==> src/rtl/neander_x_pkg.sv <==
// Shared NEANDER-X definitions used by the sequential multiply/divide engine.
package neander_x_pkg;

  // One iteration per operand bit on the 16-bit datapath.
  localparam int MULDIV_ITERS = 16;

  typedef enum logic {
    MD_MUL = 1'b0,
    MD_DIV = 1'b1
  } muldiv_op_e;

  typedef enum logic [1:0] {
    IDLE = 2'd0,
    RUN  = 2'd1,
    DONE = 2'd2
  } muldiv_state_e;

endpackage

==> src/rtl/neander_x_muldiv_unit_if.sv <==
// Request/result bundle between the control FSM (master) and the mul/div
// engine (slave). The ALU reads the result words combinationally.
interface neander_x_muldiv_unit_if
  import neander_x_pkg::*;
#(
  parameter int WIDTH = MULDIV_ITERS
);

  logic             start;
  muldiv_op_e       op;
  logic [WIDTH-1:0] a;
  logic [WIDTH-1:0] b;
  logic             busy;
  logic             done;
  logic [WIDTH-1:0] mul_product_low;
  logic [WIDTH-1:0] mul_product_high;
  logic [WIDTH-1:0] div_quotient;
  logic [WIDTH-1:0] div_remainder;
  logic             div_by_zero;

  modport master (
    output start, op, a, b,
    input  busy, done, mul_product_low, mul_product_high,
    input  div_quotient, div_remainder, div_by_zero
  );

  modport slave (
    input  start, op, a, b,
    output busy, done, mul_product_low, mul_product_high,
    output div_quotient, div_remainder, div_by_zero
  );

endinterface

==> src/rtl/neander_x_muldiv_unit.sv <==
// Sequential unsigned multiply/divide engine: shift-add MUL and restoring
// DIV, one bit per cycle, sharing a single WIDTH+1-bit adder/subtractor.
module neander_x_muldiv_unit
  import neander_x_pkg::*;
#(
  parameter int WIDTH = MULDIV_ITERS
) (
  input  logic                    clk,
  input  logic                    reset,
  neander_x_muldiv_unit_if.slave  bus
);

  localparam int CW = $clog2(WIDTH) + 1;
  localparam logic [CW-1:0] LAST_ITER = CW'(WIDTH - 1);

  // Control state and captured operands.
  muldiv_state_e    r_state;
  muldiv_op_e       r_op;
  logic [WIDTH-1:0] r_b;
  logic [CW-1:0]    r_cnt;

  // Working pair: {hi, lo} for MUL, {R, Q} for DIV.
  logic [WIDTH:0]   r_hi;
  logic [WIDTH-1:0] r_lo;

  // Registered outputs.
  logic             r_busy;
  logic             r_done;
  logic [WIDTH-1:0] r_prod_lo;
  logic [WIDTH-1:0] r_prod_hi;
  logic [WIDTH-1:0] r_quot;
  logic [WIDTH-1:0] r_rem;
  logic             r_dbz;

  // Datapath wires.
  logic [WIDTH:0]   w_div_shift;
  logic [WIDTH:0]   w_add_a;
  logic [WIDTH:0]   w_add_b;
  logic [WIDTH+1:0] w_sum;
  logic             w_div_ok;
  logic [WIDTH:0]   w_hi_acc;
  logic [WIDTH:0]   w_hi_next;
  logic [WIDTH-1:0] w_lo_next;
  logic             w_start_dbz;

  // Shared adder/subtractor and the next value of the working pair.
  always_comb begin
    // NOTE: every always_comb output gets a default first so no path can
    // leave it unassigned and infer a latch.
    w_hi_next = r_hi;
    w_lo_next = r_lo;

    // DIV shifts {R, Q} left before the trial subtract. R < b always holds
    // between iterations, so R's top bit is zero and drops out here.
    w_div_shift = {r_hi[WIDTH-1:0], r_lo[WIDTH-1]};

    // MUL: hi + b. DIV: shifted R + ~b + 1; the carry out means R >= b.
    w_add_a  = (r_op == MD_MUL) ? r_hi : w_div_shift;
    w_add_b  = (r_op == MD_MUL) ? {1'b0, r_b} : ~{1'b0, r_b};
    w_sum    = {1'b0, w_add_a} + {1'b0, w_add_b}
             + {{(WIDTH+1){1'b0}}, (r_op == MD_DIV)};
    w_div_ok = w_sum[WIDTH+1];

    // MUL accumulate is conditional on the multiplier LSB, then {hi,lo} >> 1.
    w_hi_acc = r_lo[0] ? w_sum[WIDTH:0] : r_hi;

    if (r_op == MD_MUL) begin
      w_hi_next = {1'b0, w_hi_acc[WIDTH:1]};
      w_lo_next = {w_hi_acc[0], r_lo[WIDTH-1:1]};
    end else begin
      w_hi_next = w_div_ok ? w_sum[WIDTH:0] : w_div_shift;
      w_lo_next = {r_lo[WIDTH-2:0], w_div_ok};
    end
  end

  assign w_start_dbz = (bus.op == MD_DIV) && (bus.b == '0);

  // Control FSM, iteration datapath and result registers.
  always_ff @(posedge clk) begin
    // NOTE: sequential state uses non-blocking assignments so every register
    // samples pre-edge values regardless of statement order.
    if (reset) begin
      r_state   <= IDLE;
      r_op      <= MD_MUL;
      r_b       <= '0;
      r_cnt     <= '0;
      r_hi      <= '0;
      r_lo      <= '0;
      r_busy    <= 1'b0;
      r_done    <= 1'b0;
      r_prod_lo <= '0;
      r_prod_hi <= '0;
      r_quot    <= '0;
      r_rem     <= '0;
      r_dbz     <= 1'b0;
    end else begin
      case (r_state)
        IDLE, DONE: begin
          if (bus.start) begin
            if (w_start_dbz) begin
              // Divide by zero completes immediately without iterating.
              r_state <= DONE;
              r_busy  <= 1'b0;
              r_done  <= 1'b1;
              r_quot  <= '1;
              r_rem   <= bus.a;
              r_dbz   <= 1'b1;
            end else begin
              r_state <= RUN;
              r_busy  <= 1'b1;
              r_done  <= 1'b0;
              r_op    <= bus.op;
              r_b     <= bus.b;
              r_cnt   <= '0;
              r_hi    <= '0;
              r_lo    <= bus.a;
            end
          end else begin
            r_state <= IDLE;
            r_busy  <= 1'b0;
            r_done  <= 1'b0;
          end
        end

        RUN: begin
          r_cnt <= r_cnt + 1'b1;
          r_hi  <= w_hi_next;
          r_lo  <= w_lo_next;
          if (r_cnt == LAST_ITER) begin
            // Only the finished op's result set is updated.
            r_state <= DONE;
            r_busy  <= 1'b0;
            r_done  <= 1'b1;
            if (r_op == MD_MUL) begin
              r_prod_lo <= w_lo_next;
              r_prod_hi <= w_hi_next[WIDTH-1:0];
            end else begin
              r_quot <= w_lo_next;
              r_rem  <= w_hi_next[WIDTH-1:0];
              r_dbz  <= 1'b0;
            end
          end
        end

        default: begin
          r_state <= IDLE;
          r_busy  <= 1'b0;
          r_done  <= 1'b0;
        end
      endcase
    end
  end

  assign bus.busy             = r_busy;
  assign bus.done             = r_done;
  assign bus.mul_product_low  = r_prod_lo;
  assign bus.mul_product_high = r_prod_hi;
  assign bus.div_quotient     = r_quot;
  assign bus.div_remainder    = r_rem;
  assign bus.div_by_zero      = r_dbz;

endmodule

==> src/flat_wrapper.sv <==
// flat-port wrapper written by rule: the top's interface ports become plain ports
module neander_x_muldiv_unit_flat import neander_x_pkg::*;
#(
  parameter int WIDTH = MULDIV_ITERS
)
  (clk, reset, bus_start, bus_op, bus_a, bus_b, bus_busy, bus_done, bus_mul_product_low, bus_mul_product_high, bus_div_quotient, bus_div_remainder, bus_div_by_zero);
  neander_x_muldiv_unit_if #(.WIDTH(WIDTH)) bus_i ();
  input  logic clk;
  input  logic reset;
  input wire logic [$bits(bus_i.start)-1:0] bus_start;
  input wire logic [$bits(bus_i.op)-1:0] bus_op;
  input wire logic [$bits(bus_i.a)-1:0] bus_a;
  input wire logic [$bits(bus_i.b)-1:0] bus_b;
  output wire logic [$bits(bus_i.busy)-1:0] bus_busy;
  output wire logic [$bits(bus_i.done)-1:0] bus_done;
  output wire logic [$bits(bus_i.mul_product_low)-1:0] bus_mul_product_low;
  output wire logic [$bits(bus_i.mul_product_high)-1:0] bus_mul_product_high;
  output wire logic [$bits(bus_i.div_quotient)-1:0] bus_div_quotient;
  output wire logic [$bits(bus_i.div_remainder)-1:0] bus_div_remainder;
  output wire logic [$bits(bus_i.div_by_zero)-1:0] bus_div_by_zero;
  assign bus_i.start = bus_start;
  assign bus_i.op = bus_op;
  assign bus_i.a = bus_a;
  assign bus_i.b = bus_b;
  assign bus_busy = bus_i.busy;
  assign bus_done = bus_i.done;
  assign bus_mul_product_low = bus_i.mul_product_low;
  assign bus_mul_product_high = bus_i.mul_product_high;
  assign bus_div_quotient = bus_i.div_quotient;
  assign bus_div_remainder = bus_i.div_remainder;
  assign bus_div_by_zero = bus_i.div_by_zero;
  neander_x_muldiv_unit #(.WIDTH(WIDTH)) u_core (.clk(clk), .reset(reset), .bus(bus_i));
endmodule
==> config.mk <==
export PLATFORM = sky130hd
export DESIGN_NAME = neander_x_muldiv_unit_flat
export DESIGN_NICKNAME = d
export VERILOG_FILES = /design/src/rtl/neander_x_pkg.sv /design/src/rtl/neander_x_muldiv_unit_if.sv /design/src/rtl/neander_x_muldiv_unit.sv /design/src/flat_wrapper.sv
export SDC_FILE = /design/constraint.sdc
export NUM_CORES = 1
export LEC_CHECK = 0
export BUFFER_PORTS_ARGS = -buffer_cell sky130_fd_sc_hd__buf_2
export CORE_MARGIN = 2
export CORE_UTILIZATION = 52
export DETAILED_ROUTE_END_ITERATION = 16
export GPL_TIMING_DRIVEN = 1
export PLACE_DENSITY = 0.8
export SLEW_MARGIN = 20
export SYNTH_ARGS = -nofsm -noshare
export SYNTH_HDL_FRONTEND = slang
export SYNTH_SLANG_ARGS = --single-unit
export TNS_END_PERCENT = 10
==> constraint.sdc <==
create_clock -name clk -period 3.6 [get_ports clk]
set_input_delay 0.36 -clock clk [delete_from_list [all_inputs] [get_ports clk]]
set_output_delay 0.36 -clock clk [all_outputs]
set_load 0.01 [all_outputs]
==> out/metrics.csv, run 1 <==
stage;metric;value;unit
drt;vias_per_cell;6.04;
floorplan;floorplan.initialDensity;52.6;%
clocking;htreeDepth;4;
grt;antenna_found_initial;0;
final_layout;final_cell_mix;nand2_1 (131), dfxtp_1 (121), buf_2 (101);
timing;worst_pin_slew;0.875;ns
synth;syn_area_per_cell;7.92;um2
clocking;cts_setup_buffers;0;
pwr;leakage;3.31;nW
synth;ys_ff_latch;122;
grt;grt_max_degree;56;
critical_path;cp_data_required_time;3.90;ns
critical_path;crit_family;compound AO/OA/AOI/OAI gates;
placed_design;place.gp.congestion;0.951;
min_path;hold_class;in -> reg;
drt;dr.pass1.iters;6;
floorplan;die_area;0.0135;mm2
timing;hold_violations;0;
timing;grt_setup_unrepaired;false;
grt;grt_pass1_wl;30800;um
synth;synth_top_area_share;37.2;%
drt;first_iter_violations;717;
drt;drc;0;
floorplan;num_rows;41;
critical_path;critPathLaunchType;flop;
final_layout;synthToLayoutAreaGrowth;21.6;%
critical_path;path_cells;buf_4, mux2_2, ha_1, a211oi_2, nor2_1, o41a_1, a21o_1, o21a_1, or4_1, o211ai_1, o21ai_0;
clocking;cts_tree;done;
placed_design;dp_hpwl;14000;um
synth;synthCells;828;
critical_path;critPathMaxFanout;19;
critical_path;worstPathArrival;3.71;ns
synth;synth_cell_types;66;
synth;yosys_warnings;0;
synth;synth_area_leaders;dfxtp_1 (37%), nand2_1 (7.5%), a21oi_1 (7.3%), a211oi_1 (5.4%), nor2_1 (3.8%);
clocking;clk_pin_slew;0.05;ns
clocking;cts_sinks;122;
critical_path;cp_slowest_cell;dfxtp_4;
synth;syn_nets;882;
drt;wl_per_cell;17.7;um
clocking;worstSkewPairLatency;0.43;ns
flow_run;drv_cap;0;
grt;grt_pass1_vias;5870;
drt;detail-route-antenna-nets;0;
timing;skew;0.0127;ns
critical_path;cp_num_buf_inv;1;
critical_path;cpPeakStageDelay;0.47;ns
timing;period_needed;3.41;ns
synth;ys_seq_area_share;37.2;%
final_layout;drive_gt1_share;22.7;%
timing;drv_slew;0;
final_layout;nets;980;
clocking;root_buffer;clkbuf_16;
timing;min_period_over_period;94.7;%
timing;max_freq;293;MHz
pwr;ir_drop;341;uV
drt;routed_wl;19700;um
synth;synth-async-reset-ratio;0;%
grt;grt_overflow;0;
outcome;status;finished clean;
final_layout;fillCellCount;1126;
drt;dr.max_layer_used;met4;
placed_design;dpl.cell_count;1079;
synth;synth_edf_count;0;
pwr;power_density;470;mW/mm2
floorplan;die_h;116;um
placed_design;port_buffers;102;
grt;grt_use_total;29.1;%
clocking;cts_inserted_buffers;17;
final_layout;instances_no_fill;1111;
drt;vias;6709;
clocking;ctsHoldBuffers;0;
final_layout;mostFrequentLayoutCell;nand2_1;
critical_path;critical_path_class;reg -> reg;
floorplan;boundaryPins;103;
timing;relSlewSlack;41.6;%
drt;met1_length;8560;um
synth;syn_area;0.00656;mm2
clocking;cts_max_path_buffers;2;
placed_design;place_area;0.00735;mm2
floorplan;core;0.0125;mm2
floorplan;die_w;116;um
final_layout;diodes;0;
drt;route.met2.wl;9190;um
synth;synth_top_cell_by_area;dfxtp_1;
critical_path;end_kind;flop;
final_layout;design_area;0.00797;mm2
synth;synth_ff_type;dfxtp_1;
drt;met3_length;1600;um
timing;setup_viol;0;
==> sequential cells by signal (all words and copies together), names as in the netlist <==
name                         cells
u_core.bus.mul_product_high     16
u_core.r_hi                     17
u_core.bus.div_by_zero           1
u_core.r_b                      16
u_core.r_cnt                     5
u_core.bus.done                  1
u_core.bus.div_quotient         16
u_core.r_lo                     16
u_core.r_state                   1
u_core.bus.mul_product_low      16
u_core.r_op                      1
u_core.bus.div_remainder        16
==> area by class of cell <==
cell class | instances | area (um2) | area share [%]
Sequential cell | 122 | 2450 | 30.7
Tap cell | 172 | 215 | 2.70
Inverter | 5 | 18.8 | 0.235
Clock buffer | 22 | 494 | 6.20
Timing Repair Buffer | 144 | 845 | 10.6
Clock inverter | 10 | 115 | 1.44
Multi-Input combinational cell | 636 | 3840 | 48.1
==> worst register-to-register path: stages (launching register included) <==
cell,delay (ns)
dfxtp_4,0.47
buf_4,0.23
mux2_2,0.36
ha_1,0.22
a211oi_2,0.23
nor2_1,0.10
o41a_1,0.37
a21o_1,0.25
o21a_1,0.32
or4_1,0.45
o211ai_1,0.16
o21ai_0,0.13
==> cell families (layout without fill, tap and decap cells) <==
| logic type | after synthesis | in the layout | share of synthesized area [%] |
|---|---|---|---|
| XOR/XNOR | 27 | 27 | 3.61 |
| buffers and inverters | 70 | 181 | 4.46 |
| AO/OA/AOI/OAI | 272 | 272 | 26.9 |
| flip-flops | 122 | 122 | 37.2 |
| adder cells (fa/ha/maj) | 18 | 18 | 3.55 |
| AND/OR/NAND/NOR | 296 | 296 | 20.5 |
| multiplexers | 23 | 23 | 3.78 |
==> what timing repair did <==
item,4_1_cts,5_1_grt
pin swaps,0,0
endpoints found under the setup margin,2,14
gates resized for setup,1,4
endpoints found under the hold margin,0,0
==> through the flow <==
| stage | utilization [%] | total power, W | hold slack (ns) | TNS, ns | setup slack, ns |
|---|---|---|---|---|---|
| floorplan | - | 0.00184 | 0.446 | -0.0123 | -0.00731 |
| finish | 63.9 | 0.00375 | 0.182 | 0 | 0.191 |
| global placement | 58.9 | 0.00203 | 0.443 | 0 | 0.0605 |
| CTS | 63.8 | 0.00374 | 0.179 | 0 | 0.0746 |
| global route | 63.9 | 0.00386 | 0.195 | 0 | 0.0273 |
| detailed placement | 58.9 | 0.00203 | 0.445 | -0.0563 | -0.0384 |
==> final timing paths <==
kind / startpoint / to / slack (ns) / cells after the start
min reg2reg: u_core.bus.mul_product_low[1]$_SDFFE_PP0P_ / u_core.bus.mul_product_low[1]$_SDFFE_PP0P_ / 0.45 / 2
max: u_core.r_op$_SDFFE_PP0P_ / u_core.bus.div_remainder[0]$_SDFFE_PP0P_ / 0.19 / 11
max reg2reg: u_core.r_op$_SDFFE_PP0P_ / u_core.bus.div_remainder[0]$_SDFFE_PP0P_ / 0.19 / 11
min: bus_b[14] / u_core.r_b[14]$_SDFFE_PP0P_ / 0.18 / 3
==> report_power, final <==
group	switching, W	internal [W]	leakage, nW	total [W]
combinational	0.000344	0.000207	2.02	0.000551
clock	0.000617	0.00111	0.294	0.00172
sequential	0.0000585	0.00141	0.993	0.00147
==> synthesized netlist by cell type (5+ instances only) <==
master	n
nand2_1	131
dfxtp_1	122
a21oi_1	95
nor2_1	67
clkbuf_1	51
a211oi_1	47
o21ai_0	43
xor2_1	21
nor3_1	19
nand3_1	18
a311oi_1	17
ha_1	17
and2_1	16
mux2_2	14
a21o_1	11
a31oi_1	10
buf_2	9
mux2i_1	9
nor2b_1	8
and3_1	7
o31ai_1	7
a31o_2	6
xnor2_1	6
o211ai_1	5
==> layer usage <==
layer,track usage (%),vias to the layer above
li1,-,3198
met1,41.2,3148
met4,10.8,0
met2,45.6,326
met5,0,-
met3,3.74,37
Note: power is estimated with default switching activity, not from simulation.
==> run 2: changes to the inputs <==
ABC_AREA = 1   (was not set)
clock period = 2.79 ns   (was 3.6 ns; I/O delays follow)
==> run 2 against run 1 <==
Effect of this change: die area is 0.99% lower; total power increased by 32%; first-iteration DRC count decreased by 15%; synthesized area fell by 1.0%; setup slack got worse by 0.030 ns; maximum frequency increased by 30%; largest cell class unchanged; critical endpoint is now u_core.bus.mul_product_high[7]$_SDFFE_PP0P_; core utilization up 3.1 points; wire length is 1.7% lower; combinational power rose by 58%; sequential cell count did not move; register-to-register slack got worse by 0.03 ns.
==> out/metrics.csv, run 2 <==
stage;metric;value;unit;change
synth;synth_cell_types;35;;-47%
drt;routed_wl;19400;um;-1.7%
clocking;cts_sinks;122;;unchanged
critical_path;end_kind;flop;;
min_path;min_from;bus_b[3];;
floorplan;die_h;116;um;-0.50%
synth;synth.most_common_cell;nand2_1;;
timing;hold_violations;0;;unchanged
placed_design;place_area;0.00739;mm2;+0.65%
floorplan;core;0.0121;mm2;-2.8%
grt;grt_overflow;0;;unchanged
clocking;worstSkewPairLatency;0.42;ns;about the same
floorplan;num_rows;40;;-2.4%
drt;dr.pass1.iters;5;;-1
clocking;cts_tree;done;;
synth;synthCells;983;;+19%
grt;grt_pass1_vias;6329;;+7.8%
timing;hold-worst-slack;0.121;ns;-0.0601 ns
timing;worst_pin_slew;0.820;ns;-0.0554 ns
placed_design;place.gp.congestion;1.01;;+6.3%
drt;vias;6954;;+3.7%
timing;setup_viol;0;;unchanged
critical_path;critPathMaxFanout;12;;-7
grt;grt_max_degree;58;;+3.6%
clocking;clk_pin_slew;0.05;ns;about the same
floorplan;die_w;116;um;-0.50%
drt;first_iter_violations;609;;-15%
clocking;htreeDepth;4;;unchanged
pwr;power_density;610;mW/mm2;+30%
grt;grt_use_total;28.5;%;-0.59 points
synth;ys_ff_latch;122;;unchanged
synth;muxShareOfSynthArea;0;%;-3.8 points
placed_design;port_buffers;102;;unchanged
drt;drc;0;;unchanged
pwr;leakage;3.96;nW;+20%
clocking;root_buffer;clkbuf_16;;
pwr;clockPowerShare;44.3;%;-1.7 points
synth;synthSimpleGateAreaFrac;25.8;%;+5.3 points
pwr;total_power;0.00496;W;+32%
timing;max_freq;380;MHz;+30%
synth;synth-adder-area-share;3.59;%;+0.037 points
critical_path;reg2reg_slack;0.16;ns;-0.03 ns
timing;relSlewSlack;44.8;%;+3.1 points
synth;syn_nets;1037;;+18%
timing;min_period_over_period;94.2;%;-0.48 points
final_layout;design_area;0.00812;mm2;+1.9%
synth;yosys_warnings;0;;unchanged
drt;detail-route-antenna-nets;0;;unchanged
synth;synth_top_family_by_area;simple AND/OR/NAND/NOR gates;;
flow_run;drv_cap;0;;unchanged
final_layout;final_cell_mix;nand2_1 (226), dfxtp_1 (121), nor2_1 (116);;
final_layout;diodes;0;;unchanged
final_layout;nets;1161;;+18%
final_layout;synthToLayoutAreaGrowth;25.2;%;
final_layout;final_util;67.1;%;+3.1 points
synth;synth_common_cells;nand2_1 (233), dfxtp_1 (122), a21oi_1 (119), nor2_1 (117), o21ai_0 (99);;
final_layout;mostFrequentLayoutCell;nand2_1;;
synth;synth_area_leaders;dfxtp_1 (38%), nand2_1 (13%), a21oi_1 (9.2%), o21ai_0 (7.6%), nor2_1 (6.8%);;
critical_path;critical_path_class;reg -> reg;;
synth;synth-async-reset-ratio;0;%;unchanged
synth;synth_ff_type;dfxtp_1;;
critical_path;timing.rr.start;u_core.r_op$_SDFFE_PP0P_;;
critical_path;rr_worst_depth;16;;+5
synth;syn_area_per_cell;6.60;um2;-17%
timing;period_needed;2.63;ns;-0.780 ns
pwr;power_frac_comb;17.5;%;+2.8 points
synth;ys_seq_area_share;37.6;%;+0.39 points
floorplan;boundaryPins;103;;unchanged
critical_path;worstPathArrival;2.94;ns;-0.77 ns
synth;synth_edf_count;0;;unchanged
pwr;power_frac_seq;38.2;%;-1.1 points
outcome;status;finished clean;;
grt;grt_pass1_wl;30100;um;-2.2%
min_path;hold_class;in -> reg;;
final_layout;largest_register_ffs;17;;unchanged
drt;wl_per_cell;15.1;um;-15%
critical_path;worstReg2RegEnd;u_core.bus.mul_product_high[7]$_SDFFE_PP0P_;;
synth;synth-compound-area-share;21.1;%;-5.9 points
timing;worst_slack;0.162;ns;-0.0297 ns
synth;syn_area;0.00649;mm2;-1.0%
placed_design;place_ws;-0.0238;ns;+0.0146 ns
clocking;cts_inserted_buffers;17;;unchanged
clocking;cts_max_path_buffers;2;;unchanged
pwr;p_switching;0.00137;W;+34%
drt;vias_per_cell;5.41;;-10%
final_layout;largest_register;u_core.r_hi;;
critical_path;critPathLaunchType;flop;;
pwr;ir_drop;406;uV;+19%
grt;antenna_found_initial;0;;unchanged
placed_design;dp_hpwl;13700;um;-2.3%
min_path;hold_depth;3;;unchanged
floorplan;floorplan.initialDensity;53.6;%;+0.98 points
synth;synth_top_area_share;37.6;%;+0.39 points
synth;synthXorXnorAreaFrac;3.10;%;-0.50 points
timing;drv_slew;0;;unchanged
synth;synth_top_cell_by_area;dfxtp_1;;
min_path;hold_end;u_core.r_b[3]$_SDFFE_PP0P_;;
clocking;ctsHoldBuffers;0;;unchanged
pwr;power.internal;0.00359;W;+32%
critical_path;cp-startpoint;u_core.r_op$_SDFFE_PP0P_;;
pwr;swShare;27.6;%;+0.37 points
floorplan;die_area;0.0134;mm2;-0.99%
critical_path;cp_data_required_time;3.10;ns;-0.80 ns
timing;skew;0.00697;ns;-0.00569 ns
final_layout;drive_gt1_share;20.3;%;-2.4 points
run 2: cell count changes in the layout (fill, tap and decap cells not counted), sizes merged, moves of 13 or more:
cell	change
a211oi	-47
a21oi	+24
a311oi	-17
and2	-18
buf	+15
inv	+88
mux2	-14
nand2	+107
nand3	+22
nor2	+52
nor3	-13
o21ai	+67
o22ai	+14
run 2: final cells by class:
class                           instances  area (um2)
Multi-Input combinational cell        715        3570
Inverter                               92         345
Clock inverter                          7         118
Sequential cell                       122        2450
Clock buffer                           23         468
Fill cell                            1086        3990
Timing Repair Buffer                  159         962
Tap cell                              168         210
run 2: layer usage:
metal | GRT usage (%) | vias up | wire, um
li1 | - | 3452 | -
met1 | 37.6 | 3144 | 8120
met2 | 46.8 | 323 | 9160
met3 | 5.65 | 35 | 1740
met4 | 10.1 | 0 | 356
met5 | 0 | - | 0
run 2: power by group through the flow:
stage | logic, W | registers (W) | clock network, W
floorplan | 0.000522 | 0.00192 | 0
CTS | 0.000816 | 0.00189 | 0.00220
global placement | 0.000796 | 0.00193 | 0
detailed placement | 0.000805 | 0.00193 | 0
global route | 0.000962 | 0.00190 | 0.00228
finish | 0.000869 | 0.00189 | 0.00220
run 2: through the flow:
step                       TNS, ns  instances
after floorplan                  0        983
after global placement    -0.00356       1251
after global routing       -0.0279       1286
final                            0       1286
after detailed placement   -0.0850       1251
after CTS                        0       1281
run 2: what timing repair did:
item,CTS,global route
pin swaps,0,7
endpoints found under the setup margin,16,51
setup buffers,0,5
gates resized for setup,1,35
run 2: how the worst max path moves through the flow:
stage | endpoint | cells after the start | slack [ns]
after floorplan | u_core.bus.mul_product_high[6]$_SDFFE_PP0P_ | 17 | 0.03
after global placement | u_core.bus.div_remainder[15]$_SDFFE_PP0P_ | 16 | -0.004
after detailed placement | u_core.bus.div_remainder[15]$_SDFFE_PP0P_ | 16 | -0.02
after CTS | u_core.bus.mul_product_high[7]$_SDFFE_PP0P_ | 16 | 0.07
after global routing | u_core.bus.mul_product_high[15]$_SDFFE_PP0P_ | 18 | -0.01
final | u_core.bus.mul_product_high[7]$_SDFFE_PP0P_ | 16 | 0.16
run 2: logic make-up (layout without fill, tap and decap cells):
kind of cell / after synthesis / in the layout
AOI/OAI and AO/OA: 261 / 261
xor gates and xnor gates: 23 / 23
adders and majority gates: 18 / 18
buffers and inverters: 146 / 281
DFF: 122 / 122
and+or+nand+nor: 413 / 413
run 2: critical path, stage by stage (launching register included):
cell and delay, ns:
dfxtp_4 0.43, buf_4 0.14, xor2_1 0.27, ha_1 0.32
nand2_1 0.07, nand2_1 0.07, o21bai_1 0.18, nor2b_1 0.15
nor2_2 0.17, nand2_4 0.09, buf_6 0.15, nand2_1 0.07
nand3_1 0.10, nand2_1 0.12, nand2_1 0.06, nand2_1 0.10
inv_1 0.04
